### src/rtl/xc20xx_cfg_loader.sv
// Serial configuration loader for the XC20XX CLB array: syncs on an XC2064-style
// preamble, reads a length count, then emits one parallel CLB config word per framed record.
module xc20xx_cfg_loader #(
   parameter int FRAME_BITS = 24,
   parameter int NUM_FRAMES = 4,
   parameter int LEN_BITS   = 24,
   parameter int ADDR_W     = 2
) (
   input  logic                  K,
   input  logic                  RST,
   input  logic                  DIN,
   output logic [FRAME_BITS-1:0] CFG_DATA,
   output logic [ADDR_W-1:0]     CFG_ADDR,
   output logic                  CFG_WE,
   output logic                  BUSY,
   output logic                  DONE,
   output logic                  ERR
);

   localparam int MAX_FIELD = (LEN_BITS > FRAME_BITS) ? LEN_BITS : FRAME_BITS;
   localparam int CW        = $clog2(MAX_FIELD);
   localparam int CNT_W     = $clog2(NUM_FRAMES + 1);

   typedef enum logic [2:0] {
      S_IDLE, S_LEN, S_HDR, S_START, S_DATA, S_STOP, S_DONE, S_ERR
   } state_t;

   state_t                state;
   logic [3:0]            hist;
   logic [2:0]            hist_n;
   logic [LEN_BITS-1:0]   len;
   logic [CW-1:0]         bit_cnt;
   logic [FRAME_BITS-1:0] shreg;
   logic [CNT_W-1:0]      fcnt;
   logic                  wr_pend;
   logic                  last_pend;

   logic [3:0]            hist_next;
   logic [LEN_BITS-1:0]   len_next;
   logic [FRAME_BITS-1:0] frame_next;

   assign hist_next  = {hist[2:0], DIN};
   assign len_next   = {len[LEN_BITS-2:0], DIN};
   assign frame_next = {shreg[FRAME_BITS-2:0], DIN};

   // hist_n counts valid history bits so reset-cleared zeros never look like preamble bits.
   // A completed frame is strobed one edge after its last stop bit, while the next
   // start bit is being sampled; the data shifter is untouched during that bit.
   always_ff @(posedge K or posedge RST) begin
      if (RST) begin
         state     <= S_IDLE;
         hist      <= '0;
         hist_n    <= '0;
         len       <= '0;
         bit_cnt   <= '0;
         shreg     <= '0;
         fcnt      <= '0;
         wr_pend   <= 1'b0;
         last_pend <= 1'b0;
         CFG_DATA  <= '0;
         CFG_ADDR  <= '0;
         CFG_WE    <= 1'b0;
         BUSY      <= 1'b0;
         DONE      <= 1'b0;
         ERR       <= 1'b0;
      end else begin
         CFG_WE <= 1'b0;
         if (wr_pend) begin
            CFG_WE   <= 1'b1;
            CFG_DATA <= shreg;
            CFG_ADDR <= fcnt[ADDR_W-1:0];
            fcnt     <= fcnt + CNT_W'(1);
            wr_pend  <= 1'b0;
            if (last_pend) begin
               DONE <= 1'b1;
               BUSY <= 1'b0;
            end
         end
         case (state)
            S_IDLE: begin
               hist <= hist_next;
               if (hist_n != 3'd4) hist_n <= hist_n + 3'd1;
               if (hist_n >= 3'd3 && hist_next == 4'b0010) begin
                  state   <= S_LEN;
                  BUSY    <= 1'b1;
                  bit_cnt <= '0;
                  len     <= '0;
               end else begin
                  BUSY <= !DIN || (hist_n >= 3'd2 && hist_next[2:0] == 3'b001);
               end
            end
            S_LEN: begin
               len     <= len_next;
               bit_cnt <= bit_cnt + CW'(1);
               if (bit_cnt == CW'(LEN_BITS - 1)) begin
                  bit_cnt <= '0;
                  if (len_next == '0 || len_next > LEN_BITS'(NUM_FRAMES)) begin
                     state <= S_ERR;
                     ERR   <= 1'b1;
                     BUSY  <= 1'b0;
                  end else begin
                     state <= S_HDR;
                  end
               end
            end
            S_HDR: begin
               if (!DIN) begin
                  state <= S_ERR;
                  ERR   <= 1'b1;
                  BUSY  <= 1'b0;
               end else if (bit_cnt == CW'(3)) begin
                  state   <= S_START;
                  bit_cnt <= '0;
               end else begin
                  bit_cnt <= bit_cnt + CW'(1);
               end
            end
            S_START: begin
               if (DIN) begin
                  state <= S_ERR;
                  ERR   <= 1'b1;
                  BUSY  <= 1'b0;
               end else begin
                  state   <= S_DATA;
                  bit_cnt <= '0;
               end
            end
            S_DATA: begin
               shreg <= frame_next;
               if (bit_cnt == CW'(FRAME_BITS - 1)) begin
                  state   <= S_STOP;
                  bit_cnt <= '0;
               end else begin
                  bit_cnt <= bit_cnt + CW'(1);
               end
            end
            S_STOP: begin
               if (!DIN) begin
                  state <= S_ERR;
                  ERR   <= 1'b1;
                  BUSY  <= 1'b0;
               end else if (bit_cnt == CW'(2)) begin
                  bit_cnt   <= '0;
                  wr_pend   <= 1'b1;
                  last_pend <= (LEN_BITS'(fcnt) + LEN_BITS'(1)) == len;
                  state     <= ((LEN_BITS'(fcnt) + LEN_BITS'(1)) == len) ? S_DONE : S_START;
               end else begin
                  bit_cnt <= bit_cnt + CW'(1);
               end
            end
            default: ;
         endcase
      end
   end

endmodule

### config.mk
export PLATFORM = sky130hd
export DESIGN_NAME = xc20xx_cfg_loader
export DESIGN_NICKNAME = d
export VERILOG_FILES = /design/src/rtl/xc20xx_cfg_loader.sv
export SDC_FILE = /design/constraint.sdc
export NUM_CORES = 1
export LEC_CHECK = 0
export BUFFER_PORTS_ARGS = -buffer_cell sky130_fd_sc_hd__buf_2
export CORE_MARGIN = 2
export CORE_UTILIZATION = 50
export DETAILED_ROUTE_END_ITERATION = 10
export PLACE_DENSITY = 0.77
export SYNTH_ARGS = -nofsm -noshare
export SYNTH_HDL_FRONTEND = slang
export SYNTH_SLANG_ARGS = --single-unit
export TNS_END_PERCENT = 10
### constraint.sdc
create_clock -name K -period 4.33 [get_ports K]
set_input_delay 0.2165 -clock K [delete_from_list [all_inputs] [get_ports K]]
set_output_delay 0.2165 -clock K [all_outputs]
set_load 0.02 [all_outputs]
==> out/qor.txt, run 1 <==
Root Driver: clkbuf_8
DRC violations left: 0
#FFs+latches synth: 97
commonest non-fill, non-tap cell in the layout: dfrtp_1
CP endpoint kind: flip-flop
io pins: 33
Die Span Y: 95.98 um
worst vdd ir: 0.0002277 V
Clk pin slew, worst setup/hold paths: 90 ps
Clock power frac: 33.3%
Slew headroom: 20.66%
Synthesis Warnings: 0
Total Power: 1.664 mW
detail-routed via count per cell: 5.748
end-of-flow core utilization: 56.21%
CTS Buffer Depth: 2
die width: 95.98 um
Data required, critical path: 4580 ps
Total Routing Usage GR: 17.41%
most frequent cells in the layout: dfrtp_1, mux2_2, buf_2, a22o_1, nand2_1
Combinational Power Share: 8.1%
Sum Neg Setup Slack: 0 ps
status: finished clean
PD cells: 360.4 mW/mm2
CP arrival: 2660 ps
cell area after synthesis: 0.004230 mm2
Syn Nets: 340
switching portion of total power: 27.55%
Core Region: 0.008217 mm2
worst-margin pin slew: 1190 ps
internal cell power: 1.206 mW
Synth Area in Simple Gates: 9.494%
hpwl dp: 4.902 mm
Max Transition Viols Final: 0
# clock sinks: 97
number of max-cap violations: 0
Initial Util: 51.48%
DIE AREA: 0.009212 mm2
Clk Latency, worst-skew pair: 370 ps
Port Buf Inserts: 32
achievable frequency: 416.4 MHz
Lkg Pwr: 2.375 nW
initial antenna violation count: 0
largest net degree at the start of global routing: 55
CP Max Fanout: 27
Seq/Total Area, Yosys: 57.38%
Final setup violation count: 0
Post-Synth XOR/XNOR Area: 1.449%
Diodes inserted: 0
CP Launch Type: flip-flop
post-route clock period utilization: 55.47%
via count: 2696
H-tree depth: 3
area grow syn2layout: 9.169%
Final GP Congestion: 0.8677
Flop pwr share: 58.6%
main combinational cell family by area after synthesis: multiplexers
Layout Skew: 10.83 ps
Cell Rows: 33
Routed WL: 7.373 mm
DR pass1 iterations: 4
P_sw: 458.5 uW
Antenna Nets Post-Route: 0
Yosys cell types: 51
nets: 369
CTS tree: done
crit path kind: reg2reg
RSZ-0062 raised after global routing: false
GRT Residual Overflow: 0
vias in the first global route: 2601
Final min period: 2402 ps
buffer count from post-CTS setup fixing: 0
worst hold path class: in2reg
multiplexer area fraction after synthesis: 13.81%
synthesized area per cell: 12.82 um2
CTS Buf Count: 9
post-synthesis adder-cell area fraction: 2.070%
Final Hold Vio Count: 0
compound-gate portion of the synthesized area: 12.13%
1st-iter DRT viols: 161
Synth Instances: 330
drt wl/cell: 15.72 um
share of cells above drive strength 1: 31.59%
first-pass GRT wire length: 12.36 mm
## synth_stat cells, drive strengths merged
cell type	number	share of area, %
a2111o	1	0.27
a211o	3	0.62
a211oi	3	0.53
a21o	2	0.35
a21oi	10	1.2
a221o	1	0.24
a22o	24	5.0
a31o	1	0.21
and3	1	0.15
and4b	1	0.24
buf	7	1.0
clkbuf	10	1.8
dfrtp	97	57
ha	7	2.1
inv	9	0.80
mux2	51	14
mux2i	1	0.24
nand2	19	1.7
nand2b	4	0.59
nand3	7	0.83
nand4	2	0.30
nand4b	1	0.21
nor2	15	1.4
nor2b	2	0.30
nor3	7	0.95
nor4	6	1.0
nor4b	3	0.77
o211a	1	0.24
o21ai	12	1.4
o221a	1	0.27
o221ai	1	0.35
o22ai	1	0.15
o311ai	1	0.21
o31ai	2	0.35
o32a	1	0.27
o32ai	1	0.21
o41a	1	0.30
or2	1	0.15
or2b	1	0.21
or3	3	0.47
or4b	1	0.24
xnor2	3	0.62
xor2	4	0.83
## through the flow
stage / setup slack, ps / cell area (um2) / hold slack (ps) / cells
finish: 1928 / 4618 / 349.2 / 469
global route: 1737 / 4618 / 357.8 / 469
global placement: 2073 / 4420 / 354.3 / 452
floorplan: 1580 / 4230 / 388.8 / 330
detailed placement: 1987 / 4420 / 360.3 / 452
CTS: 1965 / 4618 / 330.1 / 469
## sequential cells by signal, indices dropped and copies added, names as in the netlist
name	cells
CFG_DATA	24
len	24
shreg	24
bit_cnt	5
fcnt	3
hist	3
hist_n	3
state	3
CFG_ADDR	2
BUSY	1
CFG_WE	1
DONE	1
ERR	1
last_pend	1
wr_pend	1
## routing by layer
layer	vias to the layer above	share of wire, %	GRT usage, %
li1	1273	-	-
met1	1348	47	23.95
met2	65	48	25.81
met3	10	4.0	4.542
met4	0	1.4	8.214
met5	-	0	0
## timing repair
| item | CTS | global route |
|---|---|---|
| resized for setup | 0 | 0 |
| endpoints found under the hold margin | 53 | 0 |
| hold buffers | 1 | 0 |
## path summary, 6_finish.rpt
kind / startpoint / endpoint / slack [ps] / depth (start not counted)
max: state[2] / len[19] / 1930 / 5
min: DIN / len[0] / 350 / 2
max reg2reg: state[2] / len[19] / 1930 / 5
min reg2reg: DONE / DONE / 480 / 1
max in group asynchronous: RST / CFG_WE / 2850 / 4
min in group asynchronous: RST / hist[2] / 480 / 3
## power groups by stage
stage | registers (mW) | clock network, mW | logic, mW
2_1_floorplan | 0.974 | 0 | 0.131
6_report | 0.975 | 0.554 | 0.135
5_1_grt | 0.980 | 0.604 | 0.156
3_5_place_dp | 0.992 | 0 | 0.135
4_1_cts | 0.975 | 0.570 | 0.137
3_3_place_gp | 0.990 | 0 | 0.131
## critical path, stage by stage (launching register included)
cell and delay, ps:
dfrtp_1 570, or2_1 360, nor2_2 810, a21oi_1 80, buf_4 270, a22o_1 200
## logic make-up after synthesis
| kind of cell | Yosys count |
|---|---|
| simple gates | 74 |
| fa+ha+maj | 7 |
| compound gates | 67 |
| flops | 97 |
| buf+inv | 26 |
| xor+xnor | 7 |
| mux | 52 |
## final cells by class
cell class	instances	area, um2
fillers	691	3598
flip-flops and latches	97	2427
multi-input cells	207	1650
repair buffers	35	185.2
well taps	105	131.4
clock buffers	9	123.9
clock inverters	7	63.81
inverters	9	36.28
No activity file was read; power rests on OpenSTA's default activity.
==> inputs of run 2 (changes only) <==
Settings changed: ABC_AREA set to 1, PLACE_DENSITY 0.77 to 0.8.
Clock period 4.33 ns to 2.2 ns, I/O delays scaled along.
==> out/qor.txt, run 2 <==
Clk Latency, worst-skew pair: 370 ps
number of max-cap violations: 0
Yosys top cell area share: 56.96%
Diodes inserted: 0
Final setup violation count: 0
worst hold path class: in2reg
nets: 529
Data required, critical path: 2500 ps
Yosys cell types: 29
EDFF count, synth: 0
Cell Rows: 33
RSZ-0062 raised after global routing: false
Final GP Congestion: 0.8948
CP Max Fanout: 7
Final min period: 1652 ps
Cell Area, Placed: 0.004521 mm2
Synth Area in Simple Gates: 19.38%
PD cells: 1397 mW/mm2
initial antenna violation count: 0
hpwl dp: 5.482 mm
worst hold slack: 140.5 ps
final instance area: 0.004713 mm2
Largest regs: CFG_DATA (24), len (24), shreg (24)
crit path kind: reg2reg
CP Launch Type: flip-flop
share of cells above drive strength 1: 15.08%
GRT Residual Overflow: 0
commonest non-fill, non-tap cell in the layout: nand2_1
compound-gate portion of the synthesized area: 12.71%
dominant synthesized flop cell: dfrtp_1
top-count cell post-synth: nand2_1
Core Region: 0.008258 mm2
most frequent cells in the layout: nand2_1, dfrtp_1, inv_1, o21ai_0, nor2_1
largest net degree at the start of global routing: 50
main combinational cell family by area after synthesis: simple AND/OR/NAND/NOR gates
Total Power: 6.585 mW
worst-margin pin slew: 587.2 ps
H-tree depth: 3
Antenna Nets Post-Route: 0
Die Span Y: 96.32 um
first-pass GRT wire length: 13.25 mm
1st-iter DRT viols: 180
hold path depth: 3
post-synthesis adder-cell area fraction: 2.055%
Clk pin slew, worst setup/hold paths: 100 ps
Layout Skew: 10.76 ps
reg-to-reg endpoint: state[2]
Hold EP: hist[0]
Final Hold Vio Count: 0
Seq/Total Area, Yosys: 56.96%
worst hold start: DIN
DRC violations left: 0
CP arrival: 1950 ps
vias in the first global route: 3040
# clock sinks: 97
Syn Nets: 496
Placed Instances: 612
Max Transition Viols Final: 0
Commonest cells post-synth: nand2_1, dfrtp_1, inv_1
Slew headroom: 60.71%
worst r2r path cells: 13
worst vdd ir: 0.0005841 V
Synthesis Warnings: 0
CTS Buf Count: 9
Post-Synth XOR/XNOR Area: 0.6166%
Initial Util: 51.61%
Root Driver: clkbuf_8
Async SR Flop Fraction: 100.0%
CTS tree: done
detail-routed via count per cell: 5.054
area grow syn2layout: 10.60%
status: finished clean
DR pass1 iterations: 4
Total Routing Usage GR: 18.40%
achievable frequency: 605.2 MHz
DIE AREA: 0.009278 mm2
io pins: 33
Routed WL: 7.775 mm
biggest area consumer among synthesized cells: dfrtp_1
non-filler cells, final: 629
synthesized area per cell: 8.769 um2
worst reg2reg setup slack: 550 ps
post-route clock period utilization: 75.11%
CP endpoint kind: flip-flop
Crit Reg-Reg Startpoint: fcnt[0]
drt wl/cell: 12.36 um
multiplexer area fraction after synthesis: 0%
CTS Buffer Depth: 2
Synth Instances: 486
via count: 3179
synth top area cells: dfrtp_1, nand2_1, inv_1, o21ai_0, nor2_1
Port Buf Inserts: 32
Lkg Pwr: 2.416 nW
die width: 96.32 um
cell area after synthesis: 0.004262 mm2
#FFs+latches synth: 97
Sum Neg Setup Slack: 0 ps
run 2: repair_timing:
| action | CTS | global route |
|---|---|---|
| hold buffers | 1 | 0 |
| hold endpoints to repair | 14 | 0 |
| resized for setup | 0 | 0 |
| buffers inserted | 0 | 0 |
run 2: kinds of logic (layout without fill, tap and decap cells):
family	count (synthesis)	after routing
fa+ha+maj	7	7
simple gates	196	196
compound gates	96	96
flops	97	97
buf+inv	87	125
xor+xnor	3	3
run 2: critical path, cell delays in order (launching register included):
cell and delay [ps]:
dfrtp_1 470, ha_1 350, inv_1 50, nand2_1 60
nand2_1 50, nor2_1 80, nand2_1 60, nor2_1 120
nand2_1 80, nand2_1 60, nand2_1 40, nand2_1 70
nand2_1 50, nand2_1 60
run 2: area by class of cell:
class | count | area [um2]
Clock buffer | 9 | 123.9
Fill cell | 730 | 3545
Multi-Input combinational cell | 302 | 1481
Inverter | 71 | 270.3
Timing Repair Buffer | 38 | 220.2
Clock inverter | 7 | 58.81
Sequential cell | 97 | 2427
Tap cell | 105 | 131.4
run 2: routing by layer:
metal / up-vias / wire length [um] / GRT usage, %
met3: 12 / 337 / 3.602
met5: - / 0 / 0
met2: 69 / 3606 / 29.28
li1: 1604 / - / -
met4: 0 / 124 / 8.333
met1: 1494 / 3707 / 24.41
run 2: how the worst max path moves through the flow:
stage | to | cells past startpoint | slack, ps | start
4_1_cts | state[2] | 13 | 520 | fcnt[0]
3_5_place_dp | state[2] | 13 | 560 | fcnt[0]
2_1_floorplan | state[0] | 12 | 750 | fcnt[0]
3_3_place_gp | state[2] | 13 | 630 | fcnt[0]
5_1_grt | state[2] | 13 | 260 | fcnt[0]
6_report | state[2] | 13 | 550 | fcnt[0]
run 2: stage by stage:
stage,utilization [%],setup slack [ps]
after detailed placement,54.74,564.3
after CTS,57.08,518.5
after floorplan,-,749.3
final,57.08,547.5
after global placement,54.74,628.7
after global routing,57.08,262.5
run 2: where the power goes:
part	switching, mW	internal (mW)
combinational	1.77	0.924
clock	0.658	0.431
sequential	0.395	2.41
total	2.82	3.77
==> inputs of run 3 (changes only) <==
Settings changed: ABC_AREA 1 to 0, PLACE_DENSITY 0.8 to 0.77.
Clock period 2.2 ns to 1.7 ns, I/O delays scaled along.
==> out/qor.txt, run 3 (same netlist as run 1, synthesis figures left out) <==
Port Buf Inserts: 32
pre-CTS setup slack: -310.6 ps
Clk pin slew, worst setup/hold paths: 90 ps
Final setup violation count: 32
Diodes inserted: 0
Antenna Nets Post-Route: 0
H-tree depth: 3
DIE AREA: 0.009212 mm2
worst r2r path cells: 5
critical path's top delay family: compound AO/OA/AOI/OAI gates
initial antenna violation count: 0
Worst Path Buf+Inv: 0
CP max stage cell: dfrtp_1
via count: 2959
Final min period: 1986 ps
Initial Util: 51.48%
CP endpoint kind: flip-flop
reg-to-reg endpoint: state[0]
area grow syn2layout: 27.12%
hpwl dp: 5.741 mm
GRT Residual Overflow: 0
number of max-cap violations: 0
Cell Rows: 33
Final Hold Vio Count: 0
RSZ-0062 raised after global routing: true
CTS Buffer Depth: 2
CP Max Fanout: 2
DRC violations left: 0
commonest non-fill, non-tap cell in the layout: dfrtp_1
io pins: 33
PD cells: 850.3 mW/mm2
post-route clock period utilization: 116.8%
Max Transition Viols Final: 0
vias in the first global route: 3024
Hold EP: hist[0]
Largest regs: CFG_DATA (24), len (24), shreg (24)
Final Worst Setup Slack: -286.2 ps
Slew headroom: 75.89%
Lkg Pwr: 2.788 nW
Core Region: 0.008217 mm2
CTS tree: done
failing checks: negative setup slack
crit path kind: reg2reg
status: finished, violations left
Cell Area, Placed: 0.004960 mm2
DR pass1 iterations: 4
Crit Reg-Reg Startpoint: fcnt[1]
CP Launch Type: flip-flop
hold path depth: 3
worst hold start: DIN
CP Cell Sequence: ha_1 > xor2_1 > o32a_2 > o41a_2 > a2111o_1
die width: 95.98 um
Layout Skew: 10.43 ps
worst reg2reg setup slack: -290 ps
worst hold path class: in2reg
Total Routing Usage GR: 19.74%
Root Driver: clkbuf_8
Crit path largest cell delay: 390 ps
Final GP Congestion: 0.8450
worst-margin pin slew: 359.4 ps
CP arrival: 2230 ps
Die Span Y: 95.98 um
final instance area: 0.005378 mm2
Clk Latency, worst-skew pair: 360 ps
# clock sinks: 97
drt wl/cell: 15.25 um
worst vdd ir: 0.0007681 V
nets: 444
1st-iter DRT viols: 139
Data required, critical path: 1940 ps
share of cells above drive strength 1: 47.61%
CTS Buf Count: 9
Routed WL: 8.296 mm
detail-routed via count per cell: 5.439
first-pass GRT wire length: 13.98 mm
most frequent cells in the layout: dfrtp_1, buf_4, mux2_2, buf_2, a22o_1
largest net degree at the start of global routing: 35
worst hold slack: 181.6 ps
achievable frequency: 503.5 MHz
[run 3: cell count changes in the layout (fill, tap and decap cells not counted), moves of 5 or more]
cell | previous run | this run
o21ai_1 | 5 | 0
mux2_2 | 0 | 51
nand2_1 | 122 | 18
buf_4 | 4 | 72
inv_2 | 6 | 1
o22ai_1 | 24 | 1
nor3_1 | 1 | 6
a22o_1 | 0 | 24
inv_1 | 64 | 7
a21oi_1 | 14 | 7
o21ai_0 | 47 | 11
nor2_1 | 41 | 13
nand2_2 | 7 | 1
[run 3: how the worst max path moves through the flow]
stage	slack, ps	depth (start not counted)	start	end
floorplan	-310	5	fcnt[0]	state[0]
global placement	-280	5	fcnt[0]	state[0]
detailed placement	-310	5	fcnt[0]	state[0]
CTS	-290	5	fcnt[1]	state[0]
global route	-340	5	fcnt[1]	state[0]
finish	-290	5	fcnt[1]	state[0]
[run 3: worst register-to-register path, delay by kind of cell, from the launching register on]
kind / cells / cell delay (ps)
xor+xnor: 1 / 180
flops: 1 / 390
compound gates: 3 / 990
fa+ha+maj: 1 / 320
[run 3: cell type report]
cell class / instances / area [um2]
fill: 612 / 2839
sequential: 97 / 2429
multi-input combinational: 207 / 1789
timing repair buffer: 110 / 802.0
clock buffer: 10 / 137.6
tap: 105 / 131.4
clock inverter: 6 / 51.30
inverter: 9 / 37.54
[run 3: where the power goes]
part | internal (mW) | switching (mW) | total (mW) | leakage [nW]
Combinational | 0.369 | 0.333 | 0.702 | 1.37
Clock | 0.589 | 0.818 | 1.41 | 0.0870
Sequential | 2.38 | 0.0881 | 2.46 | 1.33
[run 3: per-layer routing]
| layer | vias up | wire, um | part of all wire, % | GRT usage (%) |
|---|---|---|---|---|
| met1 | 1489 | 3740 | 45 | 25.91 |
| li1 | 1414 | - | - | - |
| met2 | 47 | 4200 | 51 | 32.64 |
| met3 | 9 | 250 | 3.0 | 3.837 |
| met4 | 0 | 105 | 1.3 | 7.143 |
| met5 | - | 0 | 0 | 0 |
[run 3: repair_timing]
item / 4_1_cts / 5_1_grt
buffers inserted: 7 / 3
pin swaps: 15 / 5
setup endpoints to repair: 35 / 35
resized for setup: 21 / 8
endpoints found under the hold margin: 65 / 0
gates cloned: 0 / 0
hold buffers: 1 / 0
[run 3: through the flow]
step / power (mW) / instances / setup TNS, ps / utilization (%)
detailed placement: 3.041 / 517 / -2297 / 60.36
global placement: 3.013 / 517 / -1045 / 60.36
finish: 4.572 / 544 / -2498 / 65.45
CTS: 4.520 / 541 / -928.3 / 64.67
floorplan: 2.814 / 330 / -2011 / -
global route: 4.803 / 544 / -5799 / 65.45
